## src/rtl/spi_cfg_pkg.sv

```systemverilog
// Shared constants, state encoding and parity helper for the SPI configuration bank.
// SPI_CFG_PARITY_EN switches bytes to 9 bits (8 data + odd parity).
package spi_cfg_pkg;

  localparam int ADDR_W     = 7;
  localparam logic [ADDR_W-1:0] STATUS_ADDR = 7'h7F;
  localparam int CMD_RD_BIT = 7;

`ifdef SPI_CFG_PARITY_EN
  localparam int BYTE_BITS = 9;
  localparam int CNT_W     = 4;
`else
  localparam int BYTE_BITS = 8;
  localparam int CNT_W     = 3;
`endif

  localparam logic [CNT_W-1:0] LAST_BIT = CNT_W'(BYTE_BITS - 1);

  typedef enum logic [1:0] {
    ST_CMD    = 2'd0,
    ST_WRITE  = 2'd1,
    ST_READ   = 2'd2,
    ST_IGNORE = 2'd3
  } spi_cfg_state_t;

  // Bit that makes the 9-bit word {d, p} carry an odd number of ones.
  function automatic logic odd_par(input logic [7:0] d);
    return ~(^d);
  endfunction

endpackage

```

## src/rtl/spi_cfg_bank_if.sv

```systemverilog
// Pad-side SPI signals of the configuration bank; the host drives CS/SDI, the bank drives SDO/SDO_OE.
interface spi_cfg_bank_if;
  logic CS;
  logic SDI;
  logic SDO;
  logic SDO_OE;

  modport master (output CS, output SDI, input SDO, input SDO_OE);
  modport slave  (input CS, input SDI, output SDO, output SDO_OE);
endinterface

```

## src/rtl/spi_cfg_rx.sv

```systemverilog
// Serial receive front end: bit counter, SDI shift register, byte-complete strobe and
// (with SPI_CFG_PARITY_EN) odd-parity check of the byte finishing on the current edge.
module spi_cfg_rx
  import spi_cfg_pkg::*;
(
  input  logic             sclk,
  input  logic             frame_rst_n,
  input  logic             sdi,
  output logic [CNT_W-1:0] bit_cnt_r,
  output logic             byte_done_s,
  output logic [7:0]       byte_data_s,
  output logic             par_ok_s
);

  logic [BYTE_BITS-2:0] shift_r;

  // Bit position within the byte and the serial shift register, cleared between frames.
  always_ff @(posedge sclk or negedge frame_rst_n) begin
    if (!frame_rst_n) begin
      bit_cnt_r <= '0;
      shift_r   <= '0;
    end else begin
      bit_cnt_r <= byte_done_s ? '0 : bit_cnt_r + CNT_W'(1);
      shift_r   <= {shift_r[BYTE_BITS-3:0], sdi};
    end
  end

  // The final bit is still on SDI, so the completed byte is assembled combinationally.
  assign byte_done_s = (bit_cnt_r == LAST_BIT);

`ifdef SPI_CFG_PARITY_EN
  assign byte_data_s = shift_r;
  assign par_ok_s    = ^{shift_r, sdi};
`else
  assign byte_data_s = {shift_r, sdi};
  assign par_ok_s    = 1'b1;
`endif

endmodule

```

## src/rtl/spi_cfg_bank.sv

```systemverilog
// SPI-slave configuration register bank clocked by SCLK: addressed burst write/read, SDO readback,
// sticky status at 7'h7F. Optional SPI_CFG_PARITY_EN adds odd parity on every byte.
module spi_cfg_bank
  import spi_cfg_pkg::*;
#(
  parameter int                     NUM_BYTES   = 9,
  parameter logic [NUM_BYTES*8-1:0] RESET_VALUE = '0
) (
  input  logic                   SCLK,
  input  logic                   reset,
  spi_cfg_bank_if.slave          spi,
  output logic [NUM_BYTES*8-1:0] cfg_q,
  output logic [NUM_BYTES-1:0]   byte_wr
);

  localparam logic [ADDR_W-1:0] LAST_ADDR = ADDR_W'(NUM_BYTES - 1);

  logic                   frame_rst_n_s;
  logic [CNT_W-1:0]       bit_cnt_r;
  logic                   byte_done_s;
  logic [7:0]             byte_data_s;
  logic                   par_ok_s;
  spi_cfg_state_t         state_r, state_nxt_s;
  logic [ADDR_W-1:0]      addr_r, addr_nxt_s;
  logic                   sat_r, sat_nxt_s;
  logic [NUM_BYTES*8-1:0] cfg_q_r;
  logic [NUM_BYTES-1:0]   byte_wr_r, byte_wr_nxt_s;
  logic                   ovf_r, par_r;
  logic                   wr_en_s, ovf_set_s, stat_clr_s;
  logic                   is_stat_s, oob_s;
  logic [7:0]             rd_bank_s, rd_byte_s;
  logic                   sdo_bit_s, sdo_r, sdo_oe_r;

  assign frame_rst_n_s = reset & ~spi.CS;

  spi_cfg_rx u_rx (
    .sclk        (SCLK),
    .frame_rst_n (frame_rst_n_s),
    .sdi         (spi.SDI),
    .bit_cnt_r   (bit_cnt_r),
    .byte_done_s (byte_done_s),
    .byte_data_s (byte_data_s),
    .par_ok_s    (par_ok_s)
  );

  // Once the counter has tried to step past 7'h7F, every further byte is out of range.
  assign is_stat_s = !sat_r && (addr_r == STATUS_ADDR);
  assign oob_s     = sat_r || ((addr_r != STATUS_ADDR) && (addr_r > LAST_ADDR));

  // Frame FSM, address stepping and per-byte write/status decisions.
  always_comb begin
    state_nxt_s = state_r;
    addr_nxt_s  = addr_r;
    sat_nxt_s   = sat_r;
    wr_en_s     = 1'b0;
    ovf_set_s   = 1'b0;
    stat_clr_s  = 1'b0;
    if (byte_done_s) begin
      case (state_r)
        ST_CMD: begin
          addr_nxt_s = byte_data_s[ADDR_W-1:0];
          if (!par_ok_s) begin
            state_nxt_s = ST_IGNORE;
          end else if (byte_data_s[CMD_RD_BIT]) begin
            state_nxt_s = ST_READ;
          end else begin
            state_nxt_s = ST_WRITE;
          end
        end
        ST_WRITE, ST_READ: begin
          if (state_r == ST_WRITE) begin
            if (!par_ok_s) begin
              wr_en_s = 1'b0;
            end else if (oob_s) begin
              ovf_set_s = 1'b1;
            end else if (is_stat_s) begin
              wr_en_s = 1'b0;
            end else begin
              wr_en_s = 1'b1;
            end
          end else begin
            if (oob_s) begin
              ovf_set_s = 1'b1;
            end else if (is_stat_s) begin
              stat_clr_s = 1'b1;
            end else begin
              stat_clr_s = 1'b0;
            end
          end
          if (addr_r == STATUS_ADDR) begin
            sat_nxt_s = 1'b1;
          end else begin
            addr_nxt_s = addr_r + 7'd1;
          end
        end
        ST_IGNORE: state_nxt_s = ST_IGNORE;
        default:   state_nxt_s = ST_CMD;
      endcase
    end else begin
      state_nxt_s = state_r;
    end
  end

  // One-hot write strobe for the byte being stored on this edge.
  always_comb begin
    byte_wr_nxt_s = '0;
    for (int n = 0; n < NUM_BYTES; n++) begin
      byte_wr_nxt_s[n] = wr_en_s && (addr_r == ADDR_W'(n));
    end
  end

  // Frame-scoped state, cleared whenever CS is high.
  always_ff @(posedge SCLK or negedge frame_rst_n_s) begin
    if (!frame_rst_n_s) begin
      state_r   <= ST_CMD;
      addr_r    <= '0;
      sat_r     <= 1'b0;
      byte_wr_r <= '0;
    end else begin
      state_r   <= state_nxt_s;
      addr_r    <= addr_nxt_s;
      sat_r     <= sat_nxt_s;
      byte_wr_r <= byte_wr_nxt_s;
    end
  end

  // Register bank, persistent across frames.
  always_ff @(posedge SCLK or negedge reset) begin
    if (!reset) begin
      cfg_q_r <= RESET_VALUE;
    end else begin
      for (int n = 0; n < NUM_BYTES; n++) begin
        if (byte_wr_nxt_s[n]) begin
          cfg_q_r[8*n +: 8] <= byte_data_s;
        end
      end
    end
  end

  // Sticky overflow flag; a completed status read clears it.
  always_ff @(posedge SCLK or negedge reset) begin
    if (!reset) begin
      ovf_r <= 1'b0;
    end else if (stat_clr_s) begin
      ovf_r <= 1'b0;
    end else if (ovf_set_s) begin
      ovf_r <= 1'b1;
    end
  end

`ifdef SPI_CFG_PARITY_EN
  logic par_set_s;
  assign par_set_s = byte_done_s && (state_r == ST_WRITE) && !par_ok_s;

  // Sticky data-parity flag; a completed status read clears it.
  always_ff @(posedge SCLK or negedge reset) begin
    if (!reset) begin
      par_r <= 1'b0;
    end else if (stat_clr_s) begin
      par_r <= 1'b0;
    end else if (par_set_s) begin
      par_r <= 1'b1;
    end
  end
`else
  assign par_r = 1'b0;
`endif

  // Live readback mux from the bank at the current address.
  always_comb begin
    rd_bank_s = 8'h00;
    for (int n = 0; n < NUM_BYTES; n++) begin
      rd_bank_s = rd_bank_s | ({8{addr_r == ADDR_W'(n)}} & cfg_q_r[8*n +: 8]);
    end
  end

  // Source byte for SDO: zero when out of range, status at 7'h7F.
  always_comb begin
    if (oob_s) begin
      rd_byte_s = 8'h00;
    end else if (is_stat_s) begin
      rd_byte_s = {6'b000000, par_r, ovf_r};
    end else begin
      rd_byte_s = rd_bank_s;
    end
  end

`ifdef SPI_CFG_PARITY_EN
  assign sdo_bit_s = (bit_cnt_r == LAST_BIT) ? odd_par(rd_byte_s)
                                             : rd_byte_s[3'd7 - bit_cnt_r[2:0]];
`else
  assign sdo_bit_s = rd_byte_s[3'd7 - bit_cnt_r];
`endif

  // SDO and its pad enable launch on the falling edge for host capture on the next rising edge.
  always_ff @(negedge SCLK or negedge frame_rst_n_s) begin
    if (!frame_rst_n_s) begin
      sdo_r    <= 1'b0;
      sdo_oe_r <= 1'b0;
    end else begin
      sdo_oe_r <= (state_r == ST_READ);
      sdo_r    <= (state_r == ST_READ) & sdo_bit_s;
    end
  end

  assign spi.SDO    = sdo_r;
  assign spi.SDO_OE = sdo_oe_r;
  assign cfg_q      = cfg_q_r;
  assign byte_wr    = byte_wr_r;

endmodule

```

## src/flat_wrapper.sv

```systemverilog
// flat-port wrapper written by rule: the top's interface ports become plain ports
module spi_cfg_bank_flat import spi_cfg_pkg::*;
#(
  parameter int                     NUM_BYTES   = 9,
  parameter logic [NUM_BYTES*8-1:0] RESET_VALUE = '0
)
  (SCLK, reset, cfg_q, byte_wr, spi_CS, spi_SDI, spi_SDO, spi_SDO_OE);
  spi_cfg_bank_if spi_i ();
  input  logic SCLK;
  input  logic reset;
  output logic [NUM_BYTES*8-1:0] cfg_q;
  output logic [NUM_BYTES-1:0] byte_wr;
  input wire logic [$bits(spi_i.CS)-1:0] spi_CS;
  input wire logic [$bits(spi_i.SDI)-1:0] spi_SDI;
  output wire logic [$bits(spi_i.SDO)-1:0] spi_SDO;
  output wire logic [$bits(spi_i.SDO_OE)-1:0] spi_SDO_OE;
  assign spi_i.CS = spi_CS;
  assign spi_i.SDI = spi_SDI;
  assign spi_SDO = spi_i.SDO;
  assign spi_SDO_OE = spi_i.SDO_OE;
  spi_cfg_bank #(.NUM_BYTES(NUM_BYTES), .RESET_VALUE(RESET_VALUE)) u_core (.SCLK(SCLK), .reset(reset), .spi(spi_i), .cfg_q(cfg_q), .byte_wr(byte_wr));
endmodule
```

## config.mk

```make
export PLATFORM = sky130hd
export DESIGN_NAME = spi_cfg_bank_flat
export DESIGN_NICKNAME = d
export VERILOG_FILES = /design/src/rtl/spi_cfg_pkg.sv /design/src/rtl/spi_cfg_bank_if.sv /design/src/rtl/spi_cfg_rx.sv /design/src/rtl/spi_cfg_bank.sv /design/src/flat_wrapper.sv
export SDC_FILE = /design/constraint.sdc
export NUM_CORES = 1
export LEC_CHECK = 0
export ABC_CLOCK_PERIOD_IN_PS = 3220
export CAP_MARGIN = 20
export CORE_MARGIN = 3
export CORE_UTILIZATION = 53
export DETAILED_ROUTE_END_ITERATION = 12
export GPL_TIMING_DRIVEN = 0
export PLACE_DENSITY = 0.88
export SLEW_MARGIN = 20
export SYNTH_ARGS = -nofsm -noshare
export SYNTH_HDL_FRONTEND = slang
export SYNTH_HIERARCHICAL = 1
export SYNTH_SLANG_ARGS = --single-unit
```

## constraint.sdc

```tcl
create_clock -name SCLK -period 3.22 [get_ports SCLK]
set_input_delay 0.483 -clock SCLK [delete_from_list [all_inputs] [get_ports SCLK]]
set_output_delay 0.483 -clock SCLK [all_outputs]
set_load 0.1 [all_outputs]
```

==> metrics <==
number of warnings reported in the yosys synthesis log 6; Ant. Diodes 0; clk_skew 0.0292 ns; Setup WS post-layout -0.731 ns; max-cap violation count 0; number of nets in the layout ~510; sequential element share of the synthesized area a little over half; number of placed cells counting well taps 579; Unique masters post-synth between 50 and 60; path type of the worst min-delay path input port to async pin; number of buffers added on ports 86; Power Dens Cells between 400 and 500 mW/mm²; RePlAce Congestion 0.955; Total Neg Setup Slack -0.731 ns; post-detailed-route via-to-cell ratio 6.24; Synth Register Bits between 100 and 150; share of post-route cells with drive strength above 1 32.0%; clk slew on worst S/H paths 0.11 ns; simple-gate share of the synthesized area 8.76%; GRT Util Overall 28.6%; overall die height 102 µm; latest clock arrival within the worst-skew pair between 0.3 and 0.4 ns; # fillers ~590; kind of end point of the critical path flip-flop; data arrival time at the worst-slack endpoint 2.68 ns; Initial Utilization 55.3%; multiplexer share of the synthesized area a little over a fifth; XOR/XNOR Fraction of Synth Area 0%; total core area 0.00881 mm²; width of the die 102 µm; FF-to-FF setup slack -0.73 ns; CP Data Required Time slightly below 2 ns; violations in the final reports negative setup slack; DR vias 3777; total routed wirelength 14400 µm; EDFF count, synth 0; antenna-violating nets left 0; compound-cell area share of the yosys netlist 10.0%; via count of the first global-routing pass between 3000 and 4000; 1st-pass router iterations 5; num rows 34; floorplan die area roughly 0.010 mm²; Relative slew margins 33.2%; H-tree depth 3; number of buffers created by CTS 9; most repeated cell in the gate-level netlist after synthesis sky130_fd_sc_hd__dfrtp_1; Worst-Margin Slew between 0.9 and 1 ns; global-route wire length before repair between 20000 and 25000 µm; area growth from synthesis to layout 31.6%; final routed DRC violation total 0; average footprint of a synthesized cell 12.7 µm²; combined area of all synthesized cells 0.00487 mm²; CTS max path bufs 2; run status finished, violations left; worst setup path category flip-flop to flip-flop; fraction of synthesized cell area taken by the top area cell type 52.4%; total half-perimeter wirelength after legalization and detailed placement 9800 µm; net count after synthesis between 300 and 400; static leakage ~3.0 nW; Setup Viol. Count Final 1; cell taking the most area after synthesis sky130_fd_sc_hd__dfrtp_1; initial antenna violation count 0; CTS tree built; Worst Setup SP u_core/addr_r[0]$_DFFE_PN0P_; number of DRC markers after the initial detailed-route iteration 336; routed wirelength normalized by instance count about 24 µm; Slew Limit Fails 0; overflow left after global routing 0; top cells by count, synth sky130_fd_sc_hd__dfrtp_1 (102), sky130_fd_sc_hd__mux2_2 (60), sky130_fd_sc_hd__nand2_1 (22), sky130_fd_sc_hd__mux2_4 (16), sky130_fd_sc_hd__a21oi_1 (14); top fanout value on the critical path 5; main combinational cell family by area after synthesis multiplexers; critical register-to-register path startpoint u_core/addr_r[0]$_DFFE_PN0P_; startpoint type of the worst setup path flip-flop; multi-input combinational cell area about 0.0022 mm²; setup repair after global routing missed its margin yes; Layout Cells excl Fill 605; worst supply voltage drop on vdd roughly 240 µV; CTS Hold Bufs 0; I/O pin cnt 87; number of clock sinks 104; prevailing post-synth register cell sky130_fd_sc_hd__dfrtp_1; cell types with the largest area share after synthesis sky130_fd_sc_hd__dfrtp_1 (52%), sky130_fd_sc_hd__mux2_2 (14%), sky130_fd_sc_hd__mux2_4 (4.9%), sky130_fd_sc_hd__ha_1 (2.6%), sky130_fd_sc_hd__mux2i_1 (2.3%); post-synthesis share of cell area spent on full adders, half adders and majority gates 2.57%; share of flip-flops with an asynchronous set or reset after synthesis 100%; largest net degree at the start of global routing 39; Sequential Area 0.00261 mm²; number of endpoints with negative hold slack in the final report 0; synthesized instance count 383; root buffer cell sky130_fd_sc_hd__clkbuf_8; Register-to-Register Path Depth 8; core utilization of the finished layout between 70% and 80%
-- power breakdown --
| group | leakage [nW] | switching [mW] | internal [mW] |
|---|---|---|---|
| Clock | 0.102 | 0.484 | 0.338 |
| Combinational | 1.45 | 0.408 | 0.300 |
| Sequential | 1.41 | 0.0736 | 1.35 |
-- worst max-delay path, cell delays in order, from the launching register on --
cell and delay (ns):
sky130_fd_sc_hd__dfrtp_2 0.49, sky130_fd_sc_hd__inv_4 0.11, sky130_fd_sc_hd__ha_4 0.14, sky130_fd_sc_hd__or4b_4 0.51
sky130_fd_sc_hd__or2_4 0.32, sky130_fd_sc_hd__o211ai_1 0.18, sky130_fd_sc_hd__a221o_1 0.18, sky130_fd_sc_hd__a32oi_2 0.09
sky130_fd_sc_hd__o32ai_2 0.30
-- metal layers --
| layer | share of wire (%) | vias up | GRT usage (%) |
|---|---|---|---|
| met1 | 42 | 1929 | 40.0 |
| li1 | - | 1621 | - |
| met5 | 0 | - | 0 |
| met2 | 48 | 194 | 45.5 |
| met4 | 2.0 | 0 | 9.08 |
| met3 | 7.4 | 33 | 5.46 |
-- cells in the final DEF (no fill, tap or decap), types with 4 or more instances in the layout --
cell and instances:
sky130_fd_sc_hd__dfrtp_1 99, sky130_fd_sc_hd__clkdlybuf4s50_1 83, sky130_fd_sc_hd__mux2_2 60, sky130_fd_sc_hd__nand2_1 22, sky130_fd_sc_hd__buf_4 19, sky130_fd_sc_hd__mux2_4 16, sky130_fd_sc_hd__a21oi_1 14, sky130_fd_sc_hd__clkbuf_8 11
sky130_fd_sc_hd__inv_1 11, sky130_fd_sc_hd__mux2i_1 11, sky130_fd_sc_hd__nor2_1 9, sky130_fd_sc_hd__nand3_1 7, sky130_fd_sc_hd__buf_6 6, sky130_fd_sc_hd__and3_1 6, sky130_fd_sc_hd__buf_1 6, sky130_fd_sc_hd__ha_1 6
sky130_fd_sc_hd__clkbuf_1 5, sky130_fd_sc_hd__o21ai_0 5, sky130_fd_sc_hd__a222oi_1 4, sky130_fd_sc_hd__a221oi_1 4, sky130_fd_sc_hd__o22ai_1 4, sky130_fd_sc_hd__ha_4 4
-- worst paths after layout --
path                                                    end
hold / removal                 u_core/cfg_q[56]$_DFFE_PN0P_
setup reg to reg                   u_core/spi.SDO$_DFF_NN0_
setup / recovery                   u_core/spi.SDO$_DFF_NN0_
max in group asynchronous          u_core/spi.SDO$_DFF_NN0_
hold reg to reg            u_core/u_rx/shift_r[3]$_DFF_PN0_
min in group SCLK          u_core/u_rx/shift_r[3]$_DFF_PN0_
-- sequential cells by signal, indices dropped and copies added, names as in the netlist --
signal	cells
u_core/addr_r	7
u_core/byte_wr	9
u_core/cfg_q	72
u_core/ovf_r	1
u_core/sat_r	1
u_core/spi.SDO	1
u_core/spi.SDO_OE	1
u_core/state_r	2
u_core/u_rx/bit_cnt_r	3
u_core/u_rx/shift_r	7
-- through the flow --
stage               cell area [µm²]  setup slack, ns  hold WS, ns  total power [mW]
CTS                            6370           -0.624       0.0734              2.92
global placement               5870            -3.47        0.357              1.90
finish                         6410           -0.731       0.0589              2.95
floorplan                      4880           -0.512        0.187              1.72
detailed placement             5920            -1.39        0.362              1.91
global route                   6410           -0.765       0.0923              3.04
-- cell type report --
class	count	share of cell area, %
flip-flops and latches	104	40.7
multi-input cells	237	34.6
repair buffers	100	15.5
plain buffers	26	3.22
clock buffers	11	2.36
well taps	108	2.11
inverters	14	0.859
clock inverters	5	0.722
-- cells by family after synthesis --
logic type / Yosys count
muxes: 87
AOI/OAI and AO/OA: 65
buffers and inverters: 42
adders and majority gates: 10
other: 1
DFF: 104
and+or+nand+nor: 74
-- repair_timing --
item                       in CTS  in global routing
setup buffers                  11                  0
pin swaps                      13                  0
resized for setup              56                  8
cloned                          0                  1
setup endpoints to repair       3                 25
hold endpoints to repair        0                  0
No activity file was read; power rests on OpenSTA's default activity.
